--- config.mk ---
export PLATFORM = sky130hd
export DESIGN_NAME = baser_257b_descrambler
export DESIGN_NICKNAME = d
export VERILOG_FILES = /design/src/rtl/baser_pkg.sv /design/src/rtl/baser_257b_descrambler.sv
export SDC_FILE = /design/constraint.sdc
export NUM_CORES = 1
export LEC_CHECK = 0
export CORE_AREA = 3 3 217 219
export DETAILED_ROUTE_END_ITERATION = 10
export DIE_AREA = 0 0 220 222
export PLACE_DENSITY = 0.83
export SLEW_MARGIN = 20
export SYNTH_ARGS = -nofsm -noshare
export SYNTH_HDL_FRONTEND = slang
export SYNTH_SLANG_ARGS = --single-unit
--- constraint.sdc ---
create_clock -name clk -period 11.6 [get_ports clk]
set_input_delay 2.32 -clock clk [delete_from_list [all_inputs] [get_ports clk]]
set_output_delay 2.32 -clock clk [all_outputs]
set_load 0.03 [all_outputs]
--- src/rtl/baser_pkg.sv ---
// Shared constants and bit-serial reference functions for the 257b BASE-R
// scrambler/descrambler, polynomial G(x) = 1 + x^39 + x^58.
package baser_pkg;

    localparam int TC_WIDTH = 257;
    localparam int SCR_LEN  = 58;
    localparam int SCR_TAP  = 39;

    typedef enum logic {
        UNSYNC = 1'b0,
        SYNC   = 1'b1
    } scr_state_e;

    // e[SCR_LEN-1:0] is the history, e[SCR_LEN+i] is scrambled bit i of this block.
    function automatic logic [TC_WIDTH-1:0] descramble_257b(
        input logic [SCR_LEN-1:0]  state,
        input logic [TC_WIDTH-1:0] block
    );
        logic [TC_WIDTH+SCR_LEN-1:0] e;
        logic [TC_WIDTH-1:0]         out;
        e   = {block, state};
        out = '0;
        for (int i = 0; i < TC_WIDTH; i++) begin
            out[i] = e[i+SCR_LEN] ^ e[i+SCR_LEN-SCR_TAP] ^ e[i];
        end
        return out;
    endfunction

    // Inverse of descramble_257b: each output bit feeds back into the history.
    function automatic logic [TC_WIDTH-1:0] scramble_257b(
        input logic [SCR_LEN-1:0]  state,
        input logic [TC_WIDTH-1:0] block
    );
        logic [TC_WIDTH+SCR_LEN-1:0] e;
        e = '0;
        e[SCR_LEN-1:0] = state;
        for (int i = 0; i < TC_WIDTH; i++) begin
            e[i+SCR_LEN] = block[i] ^ e[i+SCR_LEN-SCR_TAP] ^ e[i];
        end
        return e[TC_WIDTH+SCR_LEN-1:SCR_LEN];
    endfunction

endpackage

--- src/rtl/baser_257b_descrambler.sv ---
// Self-synchronizing 257b descrambler: seeds on the first block after
// reset/resync, then delivers one descrambled block per accepted input.
module baser_257b_descrambler #(
    parameter int TC_WIDTH  = baser_pkg::TC_WIDTH,
    parameter int SCR_LEN   = baser_pkg::SCR_LEN,
    parameter int SCR_TAP   = baser_pkg::SCR_TAP,
    parameter int CNT_WIDTH = 32
) (
    input  logic                 clk,
    input  logic                 i_rst,
    input  logic                 i_valid,
    input  logic [TC_WIDTH-1:0]  i_rx_scrambled,
    input  logic                 i_bypass,
    input  logic                 i_resync,
    output logic [TC_WIDTH-1:0]  o_rx_coded,
    output logic                 o_valid,
    output logic                 o_sync,
    output logic [CNT_WIDTH-1:0] o_block_count
);
    import baser_pkg::*;

    // The datapath is the package function, so the geometry must match it.
    if (TC_WIDTH != baser_pkg::TC_WIDTH || SCR_LEN != baser_pkg::SCR_LEN ||
        SCR_TAP != baser_pkg::SCR_TAP) begin : g_bad_geometry
        $error("baser_257b_descrambler: parameters must match baser_pkg");
    end

    scr_state_e           state_q, state_d;
    logic [SCR_LEN-1:0]   scr_q, scr_d;
    logic [TC_WIDTH-1:0]  data_q, data_d;
    logic                 vld_q, vld_d;
    logic [CNT_WIDTH-1:0] cnt_q, cnt_d;
    logic                 deliver;

    always_comb begin
        state_d = state_q;
        scr_d   = scr_q;
        data_d  = data_q;
        vld_d   = 1'b0;
        cnt_d   = cnt_q;
        deliver = 1'b0;

        if (i_valid) begin
            scr_d   = i_rx_scrambled[TC_WIDTH-1 -: SCR_LEN];
            deliver = i_bypass || (state_q == SYNC && !i_resync);
            state_d = SYNC;
            if (deliver) begin
                data_d = i_bypass ? i_rx_scrambled
                                  : descramble_257b(scr_q, i_rx_scrambled);
                vld_d  = 1'b1;
            end
        end

        // Resync wins over the seeding/delivery of a concurrent block.
        if (i_resync) begin
            state_d = UNSYNC;
        end

        if (vld_d && cnt_q != '1) begin
            cnt_d = cnt_q + 1'b1;
        end
    end

    always_ff @(posedge clk or posedge i_rst) begin
        if (i_rst) begin
            state_q <= UNSYNC;
            scr_q   <= '0;
            data_q  <= '0;
            vld_q   <= 1'b0;
            cnt_q   <= '0;
        end else begin
            state_q <= state_d;
            scr_q   <= scr_d;
            data_q  <= data_d;
            vld_q   <= vld_d;
            cnt_q   <= cnt_d;
        end
    end

    assign o_rx_coded    = data_q;
    assign o_valid       = vld_q;
    assign o_sync        = (state_q == SYNC);
    assign o_block_count = cnt_q;

endmodule

==> results.sh, run 1 <==
export IMPL_cts_buffers=41
export IMPL_final_nets=2675
export IMPL_start_kind="input pin"
export IMPL_required_ns=11.98
export IMPL_ir_drop_mv=0.0959
export IMPL_yosysSeqAreaShare_pct=47.8
export IMPL_place_congestion=0.979
export IMPL_rsz0062_at_grt="false"
export IMPL_grt_pass1_wl_mm=110
export IMPL_crit_chain="clkdlybuf4s50_1 > nor2b_1 > o21ai_4 > buf_12 > buf_4 > o21ai_0"
export IMPL_post_dp_hpwl_mm=60.0
export IMPL_drv_cap=0
export IMPL_critPathSlowestCell="buf_4"
export IMPL_min_path_type="flop to flop"
export IMPL_drv_slew=0
export IMPL_critPathTopFamily="buffers and inverters"
export IMPL_netlist_instances=1902
export IMPL_syn_to_final_growth_pct=40.5
export IMPL_postCtsSetupBuffers=0
export IMPL_min_period_ns=4.67
export IMPL_p_sw_mw=1.52
export IMPL_holdBufCountCts=0
export IMPL_clk_pin_slew_ns=0.06
export IMPL_p_leak_nw=10.1
export IMPL_synth_xor_area_share_pct=26.1
export IMPL_drtIter0Drc=1218
export IMPL_wl_mm=76.6
export IMPL_rows=78
export IMPL_cts_root_buf="clkbuf_16"
export IMPL_synth_nets=2165
export IMPL_drc_errors=0
export IMPL_yosysWarnings=0
export IMPL_placed_area_mm2=0.0243
export IMPL_synth_area_mm2=0.0183
export IMPL_max_freq_ghz=0.214
export IMPL_setup_viol=0
export IMPL_nFillCells=4027
export IMPL_tns_ns=0
export IMPL_slowest_delay_ns=0.90
export IMPL_worst_skew_pair_late_latency_ns=0.56
export IMPL_chipHeight_um=222
export IMPL_muxShareOfSynthArea_pct=3.70
export IMPL_ys_seq_elements=349
export IMPL_slew_headroom_pct=29.4
export IMPL_synth_cell_type_count=33
export IMPL_critPathCaptureType="flop"
export IMPL_synth_top_family_by_area="XOR/XNOR gates"
export IMPL_path_max_fanout=265
export IMPL_vias=15700
export IMPL_cp_arrival_ns=5.06
export IMPL_ant_nets=0
export IMPL_cts_sinks=349
export IMPL_seq_power_share_pct=36.2
export IMPL_design_area_mm2=0.0257
export IMPL_cellPowerDensity_mw_per_mm2=169
export IMPL_dieWidth_um=220
export IMPL_portBuffers=552
export IMPL_swShare_pct=35.1
export IMPL_core_region_area_mm2=0.0453
export IMPL_outcome="finished, final reports clean"
export IMPL_dieArea_mm2=0.0488
export IMPL_synth_compound_area_share_pct=7.46
export IMPL_intPower_mw=2.81
export IMPL_p_comb_share_pct=33.3
export IMPL_ioPinCount=553
export IMPL_fin_skew_ns=0.0174
export IMPL_critPathBufInv=3
export IMPL_clkPwrFrac_pct=30.5
export IMPL_cts_tree="built"
export IMPL_synth_adder_area_share_pct=0.0685
export IMPL_power_mw=4.34
export IMPL_clockBufferDepth=3
export IMPL_tightestPinTransition_ns=1.06
export IMPL_antenna_found_initial=8
export IMPL_drive_gt1_share_pct=5.82
export IMPL_wl_per_cell_um=25.2
export IMPL_via_per_inst=5.16
export IMPL_synth_simple_area_share_pct=12.8
export IMPL_crit_type="input pin to flop"
export IMPL_ctsResizeCount=0
export IMPL_drt_pass1_iterations=6
export IMPL_grt_pass1_vias=16200
export IMPL_htreeDepth=2
export IMPL_overflow=0
export IMPL_grt_use_total_pct=31.0
export IMPL_grt_max_degree=266
export IMPL_avgSynthCellArea_um2=9.61
export IMPL_hold_viol_final=0
export IMPL_initial_core_util_pct=40.3
export IMPL_fin_crit_sh_pct=40.3
## cell usage after synthesis, drive strengths merged
library cell	number	area (um2)
xnor2	530	4640
dfrtp	349	8730
nor2	270	1010
nand2	268	1010
o21ai	258	1290
clkbuf	89	334
mux2	60	676
xor2	14	123
nand4	11	75.1
nand3	10	50.1
nor3	7	40.0
buf	6	28.8
inv	6	22.5
and3	5	31.3
and4	5	46.3
nor4	4	52.6
a31oi	2	18.8
o2111ai	2	17.5
a311o	1	10.0
ha	1	12.5
nor2b	1	6.26
o311ai	1	26.3
or2	1	6.26
or4	1	7.51
## placed cells by master, fill, tap and decap left out, types with 6 or more instances in the layout
cell type | Yosys | final
buf_4 | 1 | 7
clkbuf_1 | 89 | 10
clkbuf_16 | 0 | 41
clkdlybuf4s50_1 | 0 | 550
clkinv_2 | 0 | 6
dfrtp_1 | 349 | 349
mux2_2 | 60 | 60
nand2_1 | 268 | 268
nand3_1 | 10 | 10
nand4_1 | 10 | 10
nor2_1 | 270 | 270
nor3_1 | 6 | 6
o21ai_0 | 257 | 257
xnor2_1 | 530 | 530
xor2_1 | 14 | 14
## kinds of logic (layout without fill, tap and decap cells)
kind of cell,count (synthesis),after routing
buffers and inverters,101,638
DFF,349,349
xor gates and xnor gates,544,544
other,0,4
muxes,60,60
AOI/OAI and AO/OA,264,264
and+or+nand+nor,583,583
adders and majority gates,1,1
## registers in the layout (all words and copies together) (netlist names)
| register | count |
|---|---|
| o_sync | 1 |
| o_block_count | 32 |
| o_valid | 1 |
| scr_q | 58 |
| o_rx_coded | 257 |
## metal layers
metal / GRT usage (%) / share of wire (%) / vias up
li1: - / - / 7115
met5: 0 / 0.078 / -
met2: 53.4 / 49 / 715
met3: 7.76 / 8.1 / 147
met4: 11.1 / 3.9 / 8
met1: 37.4 / 39 / 7710
## layout make-up
cell class	count	area, um2	share of cell area, %
clock inverters	14	205	0.799
multi-input cells	1452	9160	35.7
repair buffers	562	5650	22.0
clock buffers	56	1130	4.41
flip-flops and latches	349	8730	34.0
well taps	600	751	2.92
diodes	4	10.0	0.0390
inverters	6	26.3	0.102
## worst register-to-register path: cells and delay by family, from the launching register on
kind | cells | cell delay, ns
DFF | 1 | 0.39
and+or+nand+nor | 1 | 0.18
AOI/OAI and AO/OA | 2 | 0.46
buffers and inverters | 2 | 1.72
## metrics by stage
stage,hold WS (ns),utilization (%),std cells,setup WS (ns)
2_1_floorplan,0.502,-,1902,4.61
3_3_place_gp,0.461,53.6,2968,6.35
3_5_place_dp,0.469,53.6,2968,6.30
4_1_cts,0.482,56.6,3038,6.92
5_1_grt,0.495,56.7,3040,6.67
6_report,0.479,56.7,3043,6.93
## worst paths after layout
| path | start | to | slack (ns) | depth (start not counted) |
|---|---|---|---|---|
| hold / removal | o_rx_coded[118] | o_rx_coded[118] | 0.48 | 2 |
| hold reg to reg | o_rx_coded[118] | o_rx_coded[118] | 0.48 | 2 |
| max in group asynchronous | i_rst | o_rx_coded[105] | 7.32 | 5 |
| setup reg to reg | o_sync | o_rx_coded[220] | 8.67 | 5 |
| min in group asynchronous | i_rst | o_rx_coded[131] | 2.31 | 3 |
| setup / recovery | i_resync | o_rx_coded[220] | 6.93 | 6 |
## power groups by stage
stage | combinational, mW | sequential [mW] | clock [mW]
detailed placement | 1.45 | 1.58 | 0
global placement | 1.43 | 1.58 | 0
CTS | 1.45 | 1.57 | 1.35
floorplan | 0.424 | 1.90 | 0
finish | 1.44 | 1.57 | 1.32
global route | 1.53 | 1.59 | 1.40
(Power assumes the default switching activity.)
==> inputs of run 2 (changes only) <==
- clock period: 11.6 -> 3.85 ns (I/O delays scaled with it)
==> run 2 against run 1 <==
Net effect:
- global-route usage decreased by 0.25 points
- sequential power increased to 3.0 times the previous value
- count of clock-buffer cells in the layout decreased by 4
- sequential cell count unchanged
- register-to-register slack got worse by 7.1 ns
- largest power group unchanged
- setup slack got worse by 5.7 ns
- highest routed layer unchanged
- critical path depth decreased by 5
- die area unchanged
- sequential share of layout area decreased by 0.40 points
- first-iteration DRC count decreased by 0.41%
- worst hold slack got worse by 0.0019 ns
==> results.sh, run 2 (synthesis gave the netlist of run 1 again) <==
export IMPL_outcome="finished, final reports clean"
export IMPL_whs_path_depth=2
export IMPL_portBuffers=552
export IMPL_r2r_slack_ns=1.53
export IMPL_max_freq_ghz=0.388
export IMPL_clockBufferDepth=3
export IMPL_final_cell_mix="clkdlybuf4s50_1 (550), xnor2_1 (530), dfrtp_1 (349)"
export IMPL_swShare_pct=34.7
export IMPL_wl_mm=75.7
export IMPL_p_comb_share_pct=32.6
export IMPL_min_from="o_rx_coded[35]"
export IMPL_syn_to_final_growth_pct=42.2
export IMPL_grt_use_total_pct=30.7
export IMPL_cts_sinks=349
export IMPL_fin_skew_ns=0.0210
export IMPL_rows=78
export IMPL_overflow=0
export IMPL_slowest_delay_ns=0.75
export IMPL_hold_viol_final=0
export IMPL_vias=15600
export IMPL_initial_core_util_pct=40.3
export IMPL_tightestPinTransition_ns=0.969
export IMPL_min_to="o_rx_coded[35]"
export IMPL_p_leak_nw=10.2
export IMPL_critPathTopFamily="buffers and inverters"
export IMPL_critPathSlowestCell="clkdlybuf4s50_1"
export IMPL_ioPinCount=553
export IMPL_setup_viol=0
export IMPL_rsz0062_at_grt="false"
export IMPL_dieWidth_um=220
export IMPL_seq_power_share_pct=35.0
export IMPL_ctsResizeCount=0
export IMPL_min_period_ns=2.58
export IMPL_cellPowerDensity_mw_per_mm2=516
export IMPL_clk_pin_slew_ns=0.07
export IMPL_grt_pass1_wl_mm=110
export IMPL_postCtsSetupBuffers=0
export IMPL_drt_pass1_iterations=5
export IMPL_power_mw=13.4
export IMPL_final_setup_worst_slack_ns=1.27
export IMPL_place_congestion=0.971
export IMPL_critPathCaptureType="primary output"
export IMPL_cts_tree="built"
export IMPL_post_dp_hpwl_mm=59.9
export IMPL_final_core_util_pct=57.4
export IMPL_holdBufCountCts=0
export IMPL_ant_nets=0
export IMPL_crit_type="flop to primary output"
export IMPL_regToRegStartpoint="o_block_count[0]"
export IMPL_final_nets=2686
export IMPL_cts_buffers=41
export IMPL_min_path_type="flop to flop"
export IMPL_chipHeight_um=222
export IMPL_htreeDepth=2
export IMPL_ir_drop_mv=0.351
export IMPL_cts_root_buf="clkbuf_16"
export IMPL_p_sw_mw=4.66
export IMPL_start_kind="flop"
export IMPL_grt_pass1_vias=16400
export IMPL_core_region_area_mm2=0.0453
export IMPL_drtIter0Drc=1213
export IMPL_crit_chain="clkdlybuf4s50_1"
export IMPL_drive_gt1_share_pct=6.80
export IMPL_grt_max_degree=116
export IMPL_drc_errors=0
export IMPL_wl_per_cell_um=24.7
export IMPL_reg2reg_depth=6
export IMPL_drv_cap=0
export IMPL_worstReg2RegEnd="o_block_count[23]"
export IMPL_slew_headroom_pct=35.4
export IMPL_place_ws_ns=1.03
export IMPL_antenna_found_initial=6
export IMPL_clkPwrFrac_pct=32.4
export IMPL_path_max_fanout=6
export IMPL_intPower_mw=8.75
export IMPL_whs_ns=0.477
export IMPL_drv_slew=0
export IMPL_largest_reg_flops=257
export IMPL_layout_commonest_cell="clkdlybuf4s50_1"
export IMPL_critPathBufInv=1
export IMPL_dieArea_mm2=0.0488
export IMPL_fin_crit_sh_pct=66.9
export IMPL_worst_skew_pair_late_latency_ns=0.56
export IMPL_required_ns=3.08
export IMPL_nFillCells=3927
export IMPL_via_per_inst=5.11
export IMPL_cp_arrival_ns=1.81
==> run 2: cell count changes in the layout (fill, tap and decap cells not counted), sizes merged <==
cell,previous run,this run
clkinvlp,2,7
bufinv,5,7
diode,4,7
clkbuf,56,52
inv,7,8
clkinv,6,8
buf,12,23
==> run 2: through the flow <==
step	instances	setup TNS, ns	instance area (um2)
after floorplan	1902	-555.76	18300
after global placement	2980	0	24500
final	3063	0	26000
after global routing	3057	0	26000
after detailed placement	2980	0	24500
after CTS	3056	0	26000
==> run 2: area by class of cell <==
type                       instances  area, um2  area share, %
clock buffer                      52       1180           4.54
inverter                           6       26.3          0.101
clock inverter                    24        322           1.24
sequential                       349       8730           33.6
timing repair buffer             573       5790           22.3
tap                              600        751           2.89
multi-input combinational       1452       9160           35.3
antenna                            7       17.5         0.0674
==> run 2: worst max-delay path by stage <==
stage	to	startpoint	cells past startpoint	slack, ns
after floorplan	o_block_count[0]	i_rst	1	-1.59
after global placement	o_rx_coded[98]	i_resync	5	1.16
after detailed placement	o_rx_coded[32]	i_resync	5	1.03
after CTS	o_block_count[28]	o_block_count[28]	1	1.25
after global routing	o_block_count[8]	o_block_count[8]	1	1.24
final	o_block_count[28]	o_block_count[28]	1	1.27
==> run 2: per-layer routing <==
metal	track usage, %	vias to the layer above	routed length [um]
met4	12.4	6	3440
met2	52.4	703	37000
met1	35.8	7615	28200
met5	0	-	51
met3	9.59	162	6990
li1	-	7157	-
==> run 2: power groups by stage <==
stage,logic [mW],clock network (mW),registers [mW]
floorplan,1.28,0,5.71
CTS,4.41,4.41,4.69
finish,4.38,4.34,4.69
global placement,4.35,0,4.72
detailed placement,4.39,0,4.75
global route,4.64,4.58,4.76
